===== src/rtl/gamepad_pmod_pkg.sv =====
// Constants shared by the gamepad PMOD transmitter and receiver.
// Covers the button bit order, word/frame sizes and the word sent for a missing controller.
package gamepad_pmod_pkg;

    localparam int WORD_BITS  = 12;
    localparam int FRAME_BITS = 2 * WORD_BITS;

    localparam logic [WORD_BITS-1:0] ABSENT_WORD = 12'hFFF;

    // Bit positions within a 12-bit button word.
    localparam int BTN_B      = 11;
    localparam int BTN_Y      = 10;
    localparam int BTN_SELECT = 9;
    localparam int BTN_START  = 8;
    localparam int BTN_UP     = 7;
    localparam int BTN_DOWN   = 6;
    localparam int BTN_LEFT   = 5;
    localparam int BTN_RIGHT  = 4;
    localparam int BTN_A      = 3;
    localparam int BTN_X      = 2;
    localparam int BTN_L      = 1;
    localparam int BTN_R      = 0;

    function automatic logic [WORD_BITS-1:0] pad_word(
        input logic [WORD_BITS-1:0] buttons,
        input logic                 present
    );
        return present ? buttons : ABSENT_WORD;
    endfunction

endpackage


===== src/rtl/gamepad_pmod_tx.sv =====
// Serialises two gamepad button words onto a PMOD clock/data/latch link.
// Each frame: 24 bits MSB first, a latch pulse, then an idle gap.
module gamepad_pmod_tx
    import gamepad_pmod_pkg::*;
#(
    parameter int CLK_DIV    = 4,
    parameter int GAP_CYCLES = 16
) (
    input  logic                 clk,
    input  logic                 rst_n,
    input  logic                 enable,
    input  logic [WORD_BITS-1:0] p1_buttons,
    input  logic [WORD_BITS-1:0] p2_buttons,
    input  logic                 p1_present,
    input  logic                 p2_present,
    output logic                 pmod_clk,
    output logic                 pmod_data,
    output logic                 pmod_latch,
    output logic                 busy,
    output logic                 frame_done
);

    typedef enum logic [2:0] {IDLE, LOW, HIGH, LATCH, GAP} state_t;

    // One 16-bit counter covers the longest phase: GAP_CYCLES up to 65535.
    localparam logic [15:0] DIV_LAST   = 16'(CLK_DIV - 1);
    localparam logic [15:0] LATCH_LAST = 16'(2 * CLK_DIV - 1);
    localparam logic [15:0] GAP_LAST   = 16'(GAP_CYCLES - 1);
    localparam logic [4:0]  IDX_TOP    = 5'(FRAME_BITS - 1);

    state_t                  r_state,      w_state_nxt;
    logic [15:0]             r_cnt,        w_cnt_nxt;
    logic [4:0]              r_index,      w_index_nxt;
    logic [FRAME_BITS-1:0]   r_frame,      w_frame_nxt;
    logic                    r_pmod_clk,   w_pmod_clk_nxt;
    logic                    r_pmod_data,  w_pmod_data_nxt;
    logic                    r_pmod_latch, w_pmod_latch_nxt;
    logic                    r_busy,       w_busy_nxt;
    logic                    r_frame_done, w_frame_done_nxt;

    logic [FRAME_BITS-1:0]   w_snapshot;
    logic [4:0]              w_index_dec;

    assign w_snapshot  = {pad_word(p1_buttons, p1_present), pad_word(p2_buttons, p2_present)};
    assign w_index_dec = r_index - 5'd1;

    always_comb begin
        w_state_nxt      = r_state;
        w_cnt_nxt        = r_cnt + 16'd1;
        w_index_nxt      = r_index;
        w_frame_nxt      = r_frame;
        w_pmod_clk_nxt   = r_pmod_clk;
        w_pmod_data_nxt  = r_pmod_data;
        w_pmod_latch_nxt = r_pmod_latch;
        w_busy_nxt       = r_busy;
        w_frame_done_nxt = 1'b0;

        unique case (r_state)
            IDLE: begin
                w_cnt_nxt = '0;
                if (enable) begin
                    w_state_nxt     = LOW;
                    w_frame_nxt     = w_snapshot;
                    w_index_nxt     = IDX_TOP;
                    w_pmod_clk_nxt  = 1'b0;
                    w_pmod_data_nxt = w_snapshot[IDX_TOP];
                    w_busy_nxt      = 1'b1;
                end
            end
            LOW: begin
                if (r_cnt == DIV_LAST) begin
                    w_state_nxt    = HIGH;
                    w_cnt_nxt      = '0;
                    w_pmod_clk_nxt = 1'b1;
                end
            end
            HIGH: begin
                if (r_cnt == DIV_LAST) begin
                    w_cnt_nxt      = '0;
                    w_pmod_clk_nxt = 1'b0;
                    if (r_index == 5'd0) begin
                        w_state_nxt      = LATCH;
                        w_pmod_latch_nxt = 1'b1;
                    end else begin
                        w_state_nxt     = LOW;
                        w_index_nxt     = w_index_dec;
                        w_pmod_data_nxt = r_frame[w_index_dec];
                    end
                end
            end
            LATCH: begin
                if (r_cnt == LATCH_LAST) begin
                    w_state_nxt      = GAP;
                    w_cnt_nxt        = '0;
                    w_pmod_latch_nxt = 1'b0;
                    w_pmod_data_nxt  = 1'b0;
                    w_frame_done_nxt = 1'b1;
                end
            end
            GAP: begin
                if (r_cnt == GAP_LAST) begin
                    w_state_nxt = IDLE;
                    w_cnt_nxt   = '0;
                    w_busy_nxt  = 1'b0;
                end
            end
            default: begin
                w_state_nxt      = IDLE;
                w_cnt_nxt        = '0;
                w_pmod_clk_nxt   = 1'b0;
                w_pmod_data_nxt  = 1'b0;
                w_pmod_latch_nxt = 1'b0;
                w_busy_nxt       = 1'b0;
            end
        endcase
    end

    // NOTE: reset is sampled on the clock edge (synchronous) and all state uses <= so
    // every register updates from the same pre-edge values.
    always_ff @(posedge clk) begin
        if (!rst_n) begin
            r_state      <= IDLE;
            r_cnt        <= '0;
            r_index      <= IDX_TOP;
            r_frame      <= '0;
            r_pmod_clk   <= 1'b0;
            r_pmod_data  <= 1'b0;
            r_pmod_latch <= 1'b0;
            r_busy       <= 1'b0;
            r_frame_done <= 1'b0;
        end else begin
            r_state      <= w_state_nxt;
            r_cnt        <= w_cnt_nxt;
            r_index      <= w_index_nxt;
            r_frame      <= w_frame_nxt;
            r_pmod_clk   <= w_pmod_clk_nxt;
            r_pmod_data  <= w_pmod_data_nxt;
            r_pmod_latch <= w_pmod_latch_nxt;
            r_busy       <= w_busy_nxt;
            r_frame_done <= w_frame_done_nxt;
        end
    end

    assign pmod_clk   = r_pmod_clk;
    assign pmod_data  = r_pmod_data;
    assign pmod_latch = r_pmod_latch;
    assign busy       = r_busy;
    assign frame_done = r_frame_done;

endmodule


===== config.mk =====
export PLATFORM = sky130hd
export DESIGN_NAME = gamepad_pmod_tx
export DESIGN_NICKNAME = d
export VERILOG_FILES = /design/src/rtl/gamepad_pmod_pkg.sv /design/src/rtl/gamepad_pmod_tx.sv
export SDC_FILE = /design/constraint.sdc
export NUM_CORES = 1
export LEC_CHECK = 0
export CORE_MARGIN = 4
export CORE_UTILIZATION = 25
export CTS_CLUSTER_SIZE = 20
export DETAILED_ROUTE_END_ITERATION = 10
export PLACE_DENSITY_LB_ADDON = 0.1
export RECOVER_POWER = 50
export SLEW_MARGIN = 15
export SYNTH_ARGS = -nofsm -noshare
export SYNTH_HDL_FRONTEND = slang
export SYNTH_SLANG_ARGS = --single-unit

===== constraint.sdc =====
create_clock -name clk -period 5.9 [get_ports clk]
set_input_delay 0.885 -clock clk [delete_from_list [all_inputs] [get_ports clk]]
set_output_delay 0.885 -clock clk [all_outputs]
set_load 0.05 [all_outputs]

==> impl_metrics.ini <==
[status]
run_status = complete, but fails checks
violations = capacitance limit, slew limit

[sta]
min_period_ns = 3.619
tightest_slew_ns = 2.011
rsz0062_at_grt = no
min_period_over_period_pct = 61.34
clock-skew-final_ns = 0.007932
fin_ws_ns = 2.281
max_freq_ghz = 0.2763
relSlewSlack_pct = -34.05
slew_viol_final = 51
setup-tns-final_ns = 0
finalSetupViolations = 0
hold_viol = 0
holdWs_ns = 0.4681

[route]
wl_per_cell_um = 14.05
firstDrtPassIters = 4
postRouteAntennaNets = 0
num_vias = 2244
drc = 0
via_per_inst = 4.815
drtIter0Drc = 87
wl_um = 6545

[final_layout]
syn_to_final_growth_pct = 19.26
seqCellArea_um2 = 1061
nFillCells = 1139
fin_nets = 361
layout-drive-gt1-share_pct = 7.273
multi_input_area_um2 = 1421
final_cell_count_no_fill = 466
n_antenna_cell = 0

[cts]
path_clk_slew_ns = 0.10
ctsRootBufferMaster = clkbuf_8
clkSinkCount = 53
clk_latency_ns = 0.30
hold_buffers = 0
cts_resized = 0
cts_max_level = 2
cts_setup_buffers = 0
cts_tree = built
cts_buffers = 5
cts_max_path_buffers = 2

[power_and_ir_drop]
p_int_mw = 0.6197
power_mw = 0.8757
clockPowerShare_pct = 29.8
vdd_ir_drop_max_v = 0.0001256
switchingPower_mw = 0.2559
comb_power_share_pct = 21.5
cellPowerDensity_nw_per_um2 = 272.3
power.leakage_nw = 1.220
seqPwrFrac_pct = 48.7
swShare_pct = 29.23

[yosys]
syn_avg_cell_area_um2 = 8.726
synth-async-reset-ratio_pct = 0
yosysTopAreaCell = dfxtp_1
yosys-top-cells-count = dfxtp_1, nor2_1, inv_1, a311oi_1, clkbuf_1
synth_area_leaders = dfxtp_1, a311oi_1, nor2_1
ys_types = 52
yosysMostFrequentCell = dfxtp_1
seq_area_frac_synth_pct = 39.35
synthFlopType = dfxtp_1
synthDominantCellAreaShare_pct = 39.35
netlist_instances = 309
syn-num-nets = 341
synthesis.area_um2 = 2696
ys_ff_latch = 53
yosysWarnings = 0
synth_edf_count = 0

[global_route]
grt_use_total_pct = 10.66
first_global_vias = 2273
grt_max_degree = 51
antenna_found_initial = 0
grt_pass1_wl_um = 11250
grt_overflow = 0

[critical_path]
reg2reg_depth = 5
required_ns = 6.07
cpMostUsedCell = a211oi_1
r2r_end = pmod_data$_SDFFE_PN0P_
r2r_start = r_state[1]$_SDFFE_PN0P_
cpPeakStageDelay_ns = 1.48
end_kind = flip-flop
crit_chain = dlygate4sd3_1, nor4b_1, clkbuf_1, a211oi_1, a311oi_1, a211oi_1
critPathSlowestCell = clkbuf_1
worst-path-max-fanout = 50
arrival_ns = 3.79
start_kind = input pin
critical_path_class = input pin to flip-flop
rrSetupSlack_ns = 2.79

[min_path]
worstHoldStart = r_cnt[0]$_SDFF_PN0_
min_to = r_cnt[0]$_SDFF_PN0_
hp-class = flip-flop to flip-flop
hold_path_depth = 1

[die]
start_util_pct = 25.89
die_h_um = 111.9
rows = 37
core_um2 = 10420
ioPinCount = 34
die_w_um = 111.9
dieArea_um2 = 12510

[placed_design]
dp_cells = 458
dp_slack_ns = 3.102
gp_congestion = 0.7680
io_buffers = 33
dp_hpwl_um = 4546

[run]
maxCapViolations = 1
==> routing by layer <==
| layer | vias to the layer above | routed length, µm | GRT usage (%) |
|---|---|---|---|
| met5 | - | 0 | 0 |
| met4 | 0 | 84 | 2.676 |
| met3 | 7 | 186 | 2.283 |
| met2 | 28 | 2959 | 17.23 |
| met1 | 1065 | 3314 | 14.47 |
| li1 | 1144 | - | - |
==> sequential cells by signal (all words and copies together), names as in the netlist <==
signal	cells
pmod_clk	1
r_cnt	16
r_index	5
r_state	3
frame_done	1
busy	1
pmod_data	1
r_frame	24
pmod_latch	1
==> kinds of logic after synthesis <==
family	count (synthesis)	share of synthesized area (%)
AND/OR/NAND/NOR	115	22.51
AO/OA/AOI/OAI	60	17.22
flip-flops	53	39.35
buffers and inverters	51	7.471
XOR/XNOR	18	5.847
multiplexers	9	6.218
adder cells (fa/ha/maj)	3	1.392
==> stage by stage <==
| step | utilization (%) | cell area (µm²) |
|---|---|---|
| final | 30.87 | 3216 |
| after detailed placement | 29.97 | 3122 |
| after CTS | 31.09 | 3238 |
| after global routing | 30.87 | 3216 |
| after floorplan | - | 2696 |
| after global placement | 29.97 | 3122 |
==> critical path, delay by kind of cell <==
family                 cells  cell delay, ns
AO/OA/AOI/OAI              3            0.57
buffers and inverters      2            2.08
AND/OR/NAND/NOR            1            0.26
==> cell usage in the layout, fill, tap and decap left out, drive strengths merged, types with 8 or more instances in the layout <==
master and instances:
clkbuf 8, clkdlybuf4s50 28, dfxtp 53, nand2 12, nor2 48, o21ai 10
nor4 9, xor2 13, a311oi 24, inv 30
==> worst max path at each step <==
stage / start / endpoint
after floorplan: r_index[0]$_SDFFE_PN1P_ / pmod_data$_SDFFE_PN0P_
after global placement: enable / pmod_data$_SDFFE_PN0P_
after detailed placement: r_index[0]$_SDFFE_PN1P_ / pmod_data$_SDFFE_PN0P_
after CTS: r_index[0]$_SDFFE_PN1P_ / pmod_data$_SDFFE_PN0P_
after global routing: enable / pmod_data$_SDFFE_PN0P_
final: enable / pmod_data$_SDFFE_PN0P_
==> power by group through the flow <==
| stage | Sequential [mW] | Combinational [mW] | Clock (mW) |
|---|---|---|---|
| floorplan | 0.423 | 0.145 | 0 |
| global placement | 0.437 | 0.190 | 0 |
| detailed placement | 0.435 | 0.191 | 0 |
| CTS | 0.427 | 0.192 | 0.274 |
| global route | 0.433 | 0.214 | 0.286 |
| finish | 0.426 | 0.189 | 0.261 |
==> cell type report <==
type	instances	share of cell area (%)
clock inverter	1	0.9339
inverter	30	3.502
sequential	53	33.00
tap	136	5.292
clock buffer	7	2.685
multi-input combinational	205	44.20
timing repair buffer	34	10.39
Power figures use the tool's default switching activity.
==> RTL change 1, RTL diff (same flow settings) <==
`GAP_CYCLES`: 16 -> 15. Comments in the files are not updated.
--- a/src/rtl/gamepad_pmod_tx.sv
+++ b/src/rtl/gamepad_pmod_tx.sv
@@ -4,7 +4,7 @@
     import gamepad_pmod_pkg::*;
 #(
     parameter int CLK_DIV    = 4,
-    parameter int GAP_CYCLES = 16
+    parameter int GAP_CYCLES = 15
 ) (
     input  logic                 clk,
     input  logic                 rst_n,
Function: same outputs for any inputs over 10 cycles, from zero or initial values and one cycle with rst_n low; that may be too few to reach the edited logic, so the function may still have changed.
==> RTL change 1 against the unedited design <==
  * The flow still finishes with violations (max-capacitance violations, max-slew violations)
  * Synthesized cell count up 1.3%
  * Utilization down 0.90 points
  * Worst setup slack better by 99 ps
  * Area after synthesis up 2.6%
  * Sequential cell count unchanged
  * Count of clock-buffer cells in the layout down 2
  * Clock skew up 8.7 ps
  * Cell area up 1.1%
  * Global-route usage up 0.40 points
  * Wire length up 3.0%
  * Highest routed layer unchanged
Power is not compared: it rests on default switching activity, and its combinational part moved more than twofold at a synthesized area within 25%.
==> RTL change 1: results (changes against the unedited design) <==
Met3 wire length -> 249 µm (was 186 µm)
Relative slew slack -> -34.4% (was -34.0%)
Status -> finished, violations left (unchanged)
Post-DP Area -> 3170 µm² (was 3120 µm²)
Sequential-to-total area share from yosys stat -> 38.4% (was 39.4%)
Arrival @ worst endpoint -> 3730 ps (was 3790 ps)
Clock Skew -> 16.6 ps (was 7.93 ps)
Failing checks -> max-capacitance violations, max-slew violations (unchanged)
Worst R2R Path Depth -> 6 (was 5)
Largest cells by area after synthesis -> dfxtp_1 (38%), nor2_1 (5.4%), o211a_1 (4.3%), a311oi_1 (3.8%), mux4_2 (3.3%) (was dfxtp_1 (39%), a311oi_1 (7.8%), nor2_1 (6.7%), mux4_2 (5.0%), xor2_1 (4.2%))
Fill cell count -> 1197 (was 1139)
FF-to-FF Start -> r_state[0]$_SDFFE_PN0P_ (was r_state[1]$_SDFFE_PN0P_)
Cell Count, Final, Fillers Out -> 472 (was 466)
Max Transition Viols Final -> 50 (was 51)
Placed cell count -> 464 (was 458)
Via count of the routed design -> 2285 (was 2244)
Worst hold margin -> 484 ps (was 468 ps)
Final nets -> 363 (was 361)
RD Place Congestion -> 0.760 (was 0.768)
Hold EP -> pmod_latch$_SDFFE_PN0P_ (was r_cnt[0]$_SDFF_PN0_)
Post-synth top cells -> dfxtp_1 (53), nor2_1 (40), inv_1 (19), clkbuf_1 (16), nand2_1 (14) (was dfxtp_1 (53), nor2_1 (48), inv_1 (29), a311oi_1 (24), clkbuf_1 (17))
GRT Util Overall -> 11.1% (was 10.7%)
Crit path to -> r_frame[20]$_SDFFE_PN0P_ (was pmod_data$_SDFFE_PN0P_)
HP Start -> pmod_latch$_SDFFE_PN0P_ (was r_cnt[0]$_SDFF_PN0_)
DP HPWL -> 4.79 mm (was 4.55 mm)
WL met2 -> 3.08 mm (was 2.96 mm)
Met2 GRT Util -> 17.9% (was 17.2%)
MaxCap Viol Count -> 1 (unchanged)
Largest net degree at the start of global routing -> 50 (was 51)
DRT Pass-1 Iters -> 7 (was 4)
First-pass GRT wire length -> 11.6 mm (was 11.3 mm)
Mapped Nets -> 345 (was 341)
Reg2reg end -> r_frame[20]$_SDFFE_PN0P_ (was pmod_data$_SDFFE_PN0P_)
Vias in the first global route -> 2352 (was 2273)
## RTL change 1: changes by cell type in the layout (fill, tap and decap cells not counted), moves of 4 or more
cell,unedited run,this run
a311oi_1,24,12
o211a_1,1,12
inv_1,29,19
nand3b_1,2,11
nor2_1,48,40
xor2_1,13,7
nand3_1,5,10
xnor2_1,5,10
and2_1,4,0
nor4_1,9,5
## RTL change 1: cells by family after synthesis
group                    after synthesis  share of synthesized area (%)
flip-flops                            53                           38.4
AO/OA/AOI/OAI                         68                           19.3
AND/OR/NAND/NOR                      120                           23.1
buffers and inverters                 42                           6.79
multiplexers                           9                           5.11
XOR/XNOR                              18                           5.97
adder cells (fa/ha/maj)                3                           1.36
## RTL change 1: area by class of cell
type | count | area, µm² | area share [%]
tap | 140 | 175 | 5.39
multi-input combinational | 218 | 1510 | 46.6
timing repair buffer | 34 | 334 | 10.3
clock inverter | 3 | 26.3 | 0.809
inverter | 19 | 71.3 | 2.19
sequential | 53 | 1060 | 32.7
clock buffer | 5 | 68.8 | 2.12
==> RTL change 2, RTL diff (same flow settings) <==
Without the edit above. Make the reset (`rst_n`) asynchronous in one clocked block.
--- a/src/rtl/gamepad_pmod_tx.sv
+++ b/src/rtl/gamepad_pmod_tx.sv
@@ -117,7 +117,7 @@
 
     // NOTE: reset is sampled on the clock edge (synchronous) and all state uses <= so
     // every register updates from the same pre-edge values.
-    always_ff @(posedge clk) begin
+    always_ff @(posedge clk or negedge rst_n) begin
         if (!rst_n) begin
             r_state      <= IDLE;
             r_cnt        <= '0;
Check against the original RTL: differs if rst_n is asserted again (counterexample within 4 cycles, from zero or initial values and one cycle with rst_n low); with rst_n held inactive, the same outputs for 10 cycles.
==> RTL change 2 against the unedited design <==
  * Die area increased by 5.7%
  * Area after synthesis grew 6.2%
  * Sequential cell count did not move
  * Worst setup slack better by 130 ps
  * Critical path type unchanged
  * The flow still finishes with violations (max-capacitance violations, max-slew violations)
  * Wire length up 1.4%
  * Cell area grew 6.6%
Power is not compared: it rests on default switching activity, and its combinational part moved more than twofold at a synthesized area within 25%.
==> RTL change 2: results (changes against the unedited design) <==
Sequential-to-total area share from yosys stat -> 46.5% (was 39.4%)
Vias in the first global route -> 2227 (was 2273)
Final nets -> 354 (was 361)
Ys async rst share -> 100% (was 0%)
Tmin final -> 3490 ps (was 3620 ps)
Fill cell count -> 1159 (was 1139)
Dominant synthesized flop cell -> dfrtp_1 (was dfxtp_1)
Status -> finished, violations left (unchanged)
Root buffer cell -> clkbuf_16 (was clkbuf_8)
Post-synth top cells -> dfrtp_1 (49), nor2_1 (33), inv_1 (30), a31oi_1 (24), a21oi_1 (23) (was dfxtp_1 (53), nor2_1 (48), inv_1 (29), a311oi_1 (24), clkbuf_1 (17))
Clock Skew -> 7.22 ps (was 7.93 ps)
MaxCap Viol Count -> 2 (was 1)
Max Transition Viols Final -> 106 (was 51)
Pre-CTS setup slack -> 3180 ps (was 3100 ps)
Initial DRC Count -> 77 (was 87)
Failing checks -> max-capacitance violations, max-slew violations (unchanged)
Arrival @ worst endpoint -> 3670 ps (was 3790 ps)
Syn Inst Count -> 301 (was 309)
Vias per std cell -> 4.66 (was 4.82)
Largest net degree at the start of global routing -> 54 (was 51)
RD Place Congestion -> 0.761 (was 0.768)
Synth Area in Compound Gates -> 16.8% (was 17.2%)
Mapped Nets -> 333 (was 341)
Worst-path fanout max -> 51 (was 50)
Post-DP Area -> 3280 µm² (was 3120 µm²)
FF-to-FF Start -> r_state[0]$_DFFE_PN0P_ (was r_state[1]$_SDFFE_PN0P_)
Relative slew slack -> -94.5% (was -34.0%)
Layout cell share with drive strength beyond 1 -> 9.60% (was 7.27%)
XOR/XNOR share of the synthesized area -> 4.90% (was 5.85%)
[RTL change 2: cell count changes after synthesis, moves of 7 or more]
cell / delta
a21oi_1: +17
clkbuf_1: -8
dfxtp_1: -53
a311oi_1: -23
a31oi_1: +20
dfrtp_1: +49
nor2_1: -15
buf_2: +7
[RTL change 2: final cells by class]
cell class | count | area share, %
flip-flops and latches | 53 | 38.8
multi-input cells | 197 | 38.6
repair buffers | 35 | 9.71
well taps | 140 | 5.11
clock buffers | 5 | 3.65
inverters | 30 | 3.28
clock inverters | 3 | 0.839
[RTL change 2: through the flow]
stage / hold slack [ps] / util [%]
floorplan: 471 / -
global placement: 505 / 29.8
detailed placement: 499 / 29.8
CTS: 512 / 31.1
global route: 550 / 31.1
finish: 507 / 31.1
[RTL change 2: layer usage]
layer,up-vias,track usage (%),wire length [µm]
met2,26,16.1,2920
met1,1028,15.5,3490
met4,0,3.05,65
met3,6,2.32,160
li1,1097,-,-
met5,-,0,0
[RTL change 2: worst min-delay path by stage]
stage                            from                endpoint  slack [ps]  cells after the start
2_1_floorplan  r_index[1]$_DFFE_PN1P_  r_index[1]$_DFFE_PN1P_         470                      2
3_3_place_gp   r_index[1]$_DFFE_PN1P_  r_index[1]$_DFFE_PN1P_         510                      2
3_5_place_dp   r_index[1]$_DFFE_PN1P_  r_index[1]$_DFFE_PN1P_         500                      2
4_1_cts        r_index[1]$_DFFE_PN1P_  r_index[1]$_DFFE_PN1P_         510                      2
5_1_grt        r_index[1]$_DFFE_PN1P_  r_index[1]$_DFFE_PN1P_         550                      2
6_report       r_index[1]$_DFFE_PN1P_  r_index[1]$_DFFE_PN1P_         510                      2
[RTL change 2: worst register-to-register path, stage by stage, from the launching register on]
cell and delay (ps):
dfrtp_1 580, nor4_4 320, clkbuf_1 1480, o21ba_2 370, o21ai_1 170, o31ai_2 80
